$ cat src/rtl/mux16_sched_pkg.sv
// Shared definitions for the 16-requester round-robin mux scheduler.
//   N_REQ         : number of requesters / mux inputs
//   SEL_W         : width of the mux select bus
//   CNT_W         : width of the per-grant beat counter
//   sched_state_e : scheduler FSM states (IDLE arbitration, GRANT ownership)
package mux16_sched_pkg;

  localparam int N_REQ = 16;
  localparam int SEL_W = 4;
  localparam int CNT_W = 8;

  typedef enum logic {
    IDLE  = 1'b0,
    GRANT = 1'b1
  } sched_state_e;

endpackage

$ cat src/rtl/rr_pick16.sv
// Combinational round-robin picker: returns the first set request at or
// above ptr, wrapping from 15 to 0.
// Ports:
//   req   [15:0] in  : request vector
//   ptr   [3:0]  in  : highest-priority index for this pick
//   found        out : at least one request is set
//   idx   [3:0]  out : winning requester index (valid when found)
module rr_pick16
  import mux16_sched_pkg::*;
(
  input  logic [N_REQ-1:0] req,
  input  logic [SEL_W-1:0] ptr,
  output logic             found,
  output logic [SEL_W-1:0] idx
);

  logic [N_REQ-1:0] rot;
  logic [SEL_W-1:0] off;

  // Rotate right by ptr so the priority position lands at bit 0; the low
  // half of the doubled vector is exactly that rotation.
  assign rot = N_REQ'({req, req} >> ptr);

  // Find-first-set from bit 0: iterate downward so the lowest set bit wins.
  always_comb begin
    found = 1'b0;
    off   = '0;
    for (int i = N_REQ - 1; i >= 0; i--) begin
      if (rot[i]) begin
        found = 1'b1;
        off   = SEL_W'(i);
      end
    end
  end

  // Undo the rotation; the 4-bit add wraps modulo 16.
  assign idx = off + ptr;

endmodule

$ cat src/rtl/mux16_rr_sched.sv
// Round-robin scheduler for a shared 16:1 data mux. Grants one requester at
// a time, drives the mux select and a one-hot grant, and holds the grant
// until the owner drops its request or MAX_HOLD beats have been acked.
// Ports:
//   clk          in  : clock, rising edge
//   rst_n        in  : synchronous active-low reset
//   req   [15:0] in  : level-sensitive requests
//   ack_in       in  : downstream consumed the current beat this cycle
//   sel   [3:0]  out : mux select (current/last owner), registered
//   gnt   [15:0] out : one-hot grant, zero when no owner, registered
//   busy         out : high while a grant is held (mirrors FSM state GRANT)
//
// Handshake: req[i] is a level that stays high for as long as requester i
// wants the mux. gnt[i] high means the mux output carries requester i's data
// from that cycle on; each cycle with gnt != 0 and ack_in = 1 is one
// transferred beat. Dropping req[i] ends the grant at the next edge. ack_in
// while gnt == 0 carries no meaning and is ignored.
module mux16_rr_sched
  import mux16_sched_pkg::*;
#(
  parameter int MAX_HOLD = 8
) (
  input  logic             clk,
  input  logic             rst_n,
  input  logic [N_REQ-1:0] req,
  input  logic             ack_in,
  output logic [SEL_W-1:0] sel,
  output logic [N_REQ-1:0] gnt,
  output logic             busy
);

  localparam logic [CNT_W-1:0] LAST_BEAT = CNT_W'(MAX_HOLD - 1);

  sched_state_e     state, state_d;
  logic [SEL_W-1:0] ptr, ptr_d;
  logic [CNT_W-1:0] cnt, cnt_d;
  logic [SEL_W-1:0] sel_d;
  logic [N_REQ-1:0] gnt_d;
  logic             busy_d;

  logic             pick_found;
  logic [SEL_W-1:0] pick_idx;
  logic             rel;

  rr_pick16 u_pick (
    .req   (req),
    .ptr   (ptr),
    .found (pick_found),
    .idx   (pick_idx)
  );

  // Release when the owner lets go, or when this ack is its last allowed beat.
  assign rel = !req[sel] || (ack_in && (cnt == LAST_BEAT));

  always_comb begin
    state_d = state;
    ptr_d   = ptr;
    cnt_d   = cnt;
    sel_d   = sel;
    gnt_d   = gnt;
    busy_d  = busy;
    case (state)
      IDLE: begin
        if (pick_found) begin
          sel_d   = pick_idx;
          gnt_d   = N_REQ'(1) << pick_idx;
          busy_d  = 1'b1;
          cnt_d   = '0;
          state_d = GRANT;
        end
      end
      GRANT: begin
        if (rel) begin
          // sel is deliberately left at the old owner so the mux select
          // does not move during the bubble cycle.
          gnt_d   = '0;
          busy_d  = 1'b0;
          ptr_d   = sel + SEL_W'(1);
          state_d = IDLE;
        end else if (ack_in) begin
          cnt_d = cnt + CNT_W'(1);
        end
      end
      default: begin
        state_d = IDLE;
        gnt_d   = '0;
        busy_d  = 1'b0;
      end
    endcase
  end

  always_ff @(posedge clk) begin
    if (!rst_n) begin
      state <= IDLE;
      ptr   <= '0;
      cnt   <= '0;
      sel   <= '0;
      gnt   <= '0;
      busy  <= 1'b0;
    end else begin
      state <= state_d;
      ptr   <= ptr_d;
      cnt   <= cnt_d;
      sel   <= sel_d;
      gnt   <= gnt_d;
      busy  <= busy_d;
    end
  end

endmodule

$ cat config.mk
export PLATFORM = sky130hd
export DESIGN_NAME = mux16_rr_sched
export DESIGN_NICKNAME = d
export VERILOG_FILES = /design/src/rtl/mux16_sched_pkg.sv /design/src/rtl/rr_pick16.sv /design/src/rtl/mux16_rr_sched.sv
export SDC_FILE = /design/constraint.sdc
export NUM_CORES = 1
export LEC_CHECK = 0
export BUFFER_PORTS_ARGS = -buffer_cell sky130_fd_sc_hd__buf_2
export CAP_MARGIN = 5
export CORE_MARGIN = 8
export CORE_UTILIZATION = 54
export CTS_BUF_LIST = sky130_fd_sc_hd__clkbuf_8
export DETAILED_ROUTE_END_ITERATION = 7
export PLACE_DENSITY = 0.79
export SLEW_MARGIN = 40
export SYNTH_ARGS = -nofsm -noshare
export SYNTH_HDL_FRONTEND = slang
export SYNTH_SLANG_ARGS = --single-unit
$ cat constraint.sdc
create_clock -name clk -period 3.5 [get_ports clk]
set_input_delay 0.35 -clock clk [delete_from_list [all_inputs] [get_ports clk]]
set_output_delay 0.35 -clock clk [all_outputs]
set_load 0.005 [all_outputs]
Word level (Yosys, flattened, before mapping)
Index checks and enable logic that the tools add are counted.

word-level totals
  flip-flop bits (word level) = 34
  output and inout bits = 21

operators by class
  shift-type cells = 2
  mux-type cells = 47
  bitwise gates (word level) = 1
  $add $sub $neg = 3
  equal/unequal tests = 5
  reductions and logical operators = 7
  $lt $le $gt $ge = 1

operators with widths
  kind                  count
  $mux 4                16
  $mux 16               2
  $pmux 16 s2           1
  $shr 32x4->16         1
  $mux 8                3
  $mux 1                21
  $pmux 8 s2            1
  $shl 1x4->16 const A  1
  $add 8x1->8 const B   1
  $eq 8x3->1 const B    1
  $ne 2x2->1 const B    3
  $reduce_and 2->1      3
  $lt 4x5->1 const B    1
  $add 4x1->4 const B   1
  $add 4x4->4           1
  $bmux 1 s4            1
  $pmux 1 s2            2
  $reduce_and 3->1      1
  $ne 2x1->1 const B    1
  $logic_and 1x1->1     1
  $logic_not 1->1       1
  $logic_or 1x1->1      1
  $not 1->1             1

Logic depth before layout (Yosys ltp)
  depth in word-level cells = 21
  depth in mapped cells = 17

Modules after synthesis
A second synthesis with hierarchy kept.

second synthesis, totals
  cells, all modules = 347
  area total of the unflattened synthesis = 3,270.6 µm²

by module, submodules not included
  module          area each (µm²)  instances  seq. area each (µm²)  cells an instance
  mux16_rr_sched  1,950.6          1          680.7                 218
  rr_pick16       1,320.0          1          0.0                   129

Worst setup path after synthesis
Ideal clock, no wire load.

  kind = register to register
  from = register ptr[2]
  to = register gnt[14]
  cell stages (with the launch flop) = 16
  slack = -0.289 ns
  library setup time = 0.131 ns
  data required time = 3.369 ns
  path buffers = 2
  clock period less this slack = 3.789 ns
  data arrival time = 3.659 ns
  cell sequence = dfxtp_1 > buf_2 > buf_1 > mux4_2 > mux2_2 > nor2b_1 > o31a_1 > o31a_1 > o21ai_0 > o211ai_1 > ha_1 > a21o_1 > a21oi_1 > xnor2_1 > mux2i_2 > o2bb2ai_1

on the way
  word-level cells in the longest chain between the ends = 21
  elaborated cells between the ends (all ways) = 39
  classes of those cells = 1 x add/sub; 1 x eq/ne; 2 x shift; 34 x mux; 1 x reduce/logical

ends and longest elaborated chain
  element                 line                   source
  from (decl)             mux16_rr_sched.sv:35   logic [SEL_W-1:0] ptr, ptr_d;
  from (signal assigned)  mux16_rr_sched.sv:102  ptr <= ptr_d;
  $shr 32x4->16           rr_pick16.sv:22        assign rot = N_REQ'({req, req} >> ptr);
  $mux 4 (16 in a row)    rr_pick16.sv:29        if (rot[i]) begin
  $add 4x4->4             rr_pick16.sv:37        assign idx = off + ptr;
  $shl 1x4->16            mux16_rr_sched.sv:66   gnt_d = N_REQ'(1) << pick_idx;
  $mux 16                 mux16_rr_sched.sv:64   if (pick_found) begin
  $pmux 16 s2             mux16_rr_sched.sv:62   case (state)
  to (signal assigned)    mux16_rr_sched.sv:105  gnt <= gnt_d;
  to (decl)               mux16_rr_sched.sv:28   output logic [N_REQ-1:0] gnt,

Several ways; a longest one is shown, not always the timed one. The select of a mux whose other input is x is not followed.
A chain may end at the register's enable or synchronous reset.

Worst setup path after layout
  from = register ptr[1]
  to = register sel[3]

on the way
  word-level cells in the longest chain between the ends = 18
  elaborated cells between the ends (all ways) = 35
  classes of those cells = 1 x add/sub; 1 x shift; 32 x mux; 1 x reduce/logical

ends and longest elaborated chain
  element                                          line                   source
  $shr 32x4->16                                    rr_pick16.sv:22
  $mux 4 or $mux 1 (tied branches) (16 in a row)   rr_pick16.sv:29
  $add 4x4->4 or $reduce_and 2->1 (tied branches)  n/a
  to (signal assigned)                             mux16_rr_sched.sv:104  sel <= sel_d;
  to (decl)                                        mux16_rr_sched.sv:27   output logic [SEL_W-1:0] sel,

Several ways; a longest one is shown, not always the timed one.

==> impl_metrics.csv <==
group,metric,value,unit
critical_path,crit_cells,14,
critical_path,crit_required,3650,ps
timing,min_period,3800,ps
drt,vias_per_cell,6.658,
clock_network,postCtsHoldBufs,0,
logic_synthesis,synth_top_area_frac,0.2362,
drt,dr.pass1.iters,5,
critical_path,crit_family,"compound AO/OA/AOI/OAI gates",
logic_synthesis,synth.largest_area_cell,"dfxtp_1",
clock_network,insertion_delay,280,ps
drt,drc,0,
drt,drt_iter0_drc,384,
logic_synthesis,syn_avg_cell_area,9.702,µm²
timing,slew_headroom,0.6120,
power_and_ir_drop,finalPower,2389,µW
hold_path,hp-class,"reg -> reg",
placed_design,gp_congestion,0.9529,
logic_synthesis,seq_area_frac_synth,0.2362,
logic_synthesis,synth_seq_cells,34,
finish,finalNonFillerCells,462,
critical_path,r2r_start,"ptr[1]",
die,start_util,0.5606,
logic_synthesis,synth_edf_count,0,
finish,antennaDiodeCount,0,
critical_path,setup.worst_path.start,"ptr[1]",
run,timing.max_cap.violations,0,
critical_path,crit_end,"sel[3]",
logic_synthesis,synth_fp_nets,322,
grt,use_met2,0.3949,
clock_network,cts_buffers,5,
critical_path,crit_type,"reg -> reg",
grt,use_met3,0.03860,
placed_design,dp.cells,441,
logic_synthesis,yosysWarnings,0,
critical_path,crit_slowest_cell,"mux4_2",
finish,drive_above_1_share,0.4694,
clock_network,clockBufferDepth,2,
timing,max_clock_freq,263.2,MHz
critical_path,reg2reg_depth,14,
die,core,0.005140,mm²
power_and_ir_drop,p_leak,0.001596,µW
critical_path,cp_cell_sequence,"buf_8, mux4_2, mux2_4, or3_4, a211o_1, a21oi_1, nor2_1, ha_1, a21oi_2, xnor2_2, buf_4, nor2_2, a32oi_2, nand3_1",
clock_network,cts_tree,"yes",
logic_synthesis,synth_area_leaders,"dfxtp_1 24%, mux4_2 13%, mux2i_1 6.6%, mux2_2 5.1%, o2bb2ai_1 4.9%",
grt,grt-ovfl-total,0,
die,die_w,89.05,µm
timing,slew_viol_final,0,
logic_synthesis,synthArstFlopShare,0,
timing,worst_pin_slew,578.1,ps
timing,hold_viol,0,
finish,syn_to_final_growth,34.95,%
grt,grt_util_met1,0.2507,
finish,layout.nets,417,
drt,num_vias,3076,
timing,fin_crit_sh,1.086,
clock_network,cts_root_buf,"clkbuf_8",
timing,skew,5.578,ps
logic_synthesis,synth_most_common_cell,"dfxtp_1",
logic_synthesis,netlist_area,0.002882,mm²
run_status,violations,"negative setup slack",
logic_synthesis,yosys-top-cells-count,"34 x dfxtp_1, 31 x nand2_1, 20 x nor2_1",
clock_network,cts.sinks,34,
timing,hold-worst-slack,461.1,ps
drt,drt_wl_total,9.665,mm
critical_path,critPathLaunchType,"flop",
critical_path,slowest_delay,570,ps
clock_network,clkTransAtPathRegs,60,ps
placed_design,dp_hpwl,6.213,mm
timing,rsz0062_at_grt,"yes",
clock_network,h-tree-depth,2,
timing,setup_viol,18,
die,rows,26,
critical_path,crit_buf_inv,2,
grt,busiest_layer,"met2",
power_and_ir_drop,peakVddDrop,0.5209,mV
die,dieArea,0.007930,mm²
grt,antenna_found_initial,0,
logic_synthesis,synthCells,297,
logic_synthesis,synth_cell_types,57,
drt,ant_nets,0,
critical_path,crit_arrival,3950,ps
finish,fin_util,0.7566,
power_and_ir_drop,powerDensity,614.3,mW/mm²
die,die_y,89.05,µm
critical_path,end_kind,"flop",
drt,wl_per_cell,20.92,µm
critical_path,r2r_slack,-300,ps
logic_synthesis,synthFlopType,"dfxtp_1",
placed_design,io_buffer_count,39,
grt,grt_pass1_vias,2903,
run_status,status,"finished, violations left",
grt,grt.total_usage,0.2227,
finish,n_fill_cell,345,
grt,grt_max_degree,20,
grt,grt_pass1_wl,13.92,mm
die,ios,40,
critical_path,r2r_end,"sel[3]",
critical_path,cp_max_fo,6,
timing,final.setup.worst_slack,-299.8,ps
[logic make-up (layout without fill, tap and decap cells)]
| group | Yosys count | after routing | synth area share |
|---|---|---|---|
| DFF | 34 | 34 | 0.2362 |
| adders and majority gates | 6 | 6 | 0.02866 |
| and+or+nand+nor | 96 | 96 | 0.1663 |
| muxes | 53 | 53 | 0.2818 |
| AOI/OAI and AO/OA | 75 | 75 | 0.2167 |
| xor gates and xnor gates | 11 | 11 | 0.03344 |
| buffers and inverters | 22 | 117 | 0.03691 |
[through the flow]
stage	instance area, µm²	setup WS, ps	setup TNS [ps]
6_report	3889	-299.8	-3615
5_1_grt	3889	-374.2	-6131
4_1_cts	3710	-71.35	-922.9
3_5_place_dp	3495	-344.9	-5117
3_3_place_gp	3495	-332.8	-4733
2_1_floorplan	2918	5.971	0
[timing repair]
item | in CTS | in global routing
endpoints found under the setup margin | 19 | 19
gates cloned | 0 | 1
setup buffers | 8 | 6
gates resized for setup | 20 | 25
pin swaps | 12 | 19
[metal layers]
layer  wire (µm)  part of all wire
met3         790             0.082
met5           0                 0
met1        3507              0.36
met2        4733              0.49
met4         634             0.066
[registers in the layout, summed over array words and instances, names as in the netlist]
register	cells
cnt	8
state	1
sel	4
gnt	16
ptr	4
busy	1
[report_power, final]
group	switching (µW)	total [µW]	leakage, µW	internal, µW
Combinational	823	1600	0.00127	779
Sequential	82.9	528	0.000277	445
Clock	127	258	0.0000466	131
Total	1030	2390	0.00160	1360
[layout by cell type, fill, tap and decap left out, drive strengths merged, types with 6 or more instances in the layout]
cell / netlist / final
nand2: 31 / 31
mux4: 20 / 20
nor2b: 6 / 6
buf: 8 / 104
and2: 7 / 7
xor2: 8 / 8
o21ai: 11 / 11
nor2: 21 / 21
mux2: 13 / 13
o2bb2ai: 17 / 17
clkbuf: 9 / 6
a21oi: 11 / 11
mux2i: 20 / 20
dfxtp: 34 / 34
nand3: 12 / 12
inv: 5 / 7
[worst min-delay path by stage]
stage             from  cells after the start  slack [ps]       to
2_1_floorplan   cnt[1]                      2         450   cnt[1]
3_3_place_gp   gnt[11]                      1         440  gnt[11]
3_5_place_dp   gnt[13]                      1         440  gnt[13]
4_1_cts        gnt[10]                      1         460  gnt[10]
5_1_grt         gnt[9]                      1         480   gnt[9]
6_report        gnt[2]                      1         460   gnt[2]
[final cells by class]
class	count	area, µm²	area share
Clock buffer	5	68.82	0.01770
Clock inverter	2	7.507	0.001931
Inverter	5	18.77	0.004826
Multi-Input combinational cell	241	2281	0.5866
Sequential cell	34	685.7	0.1763
Tap cell	70	87.58	0.02252
Timing Repair Buffer	105	739.5	0.1902
No activity file was read; power rests on OpenSTA's default activity.
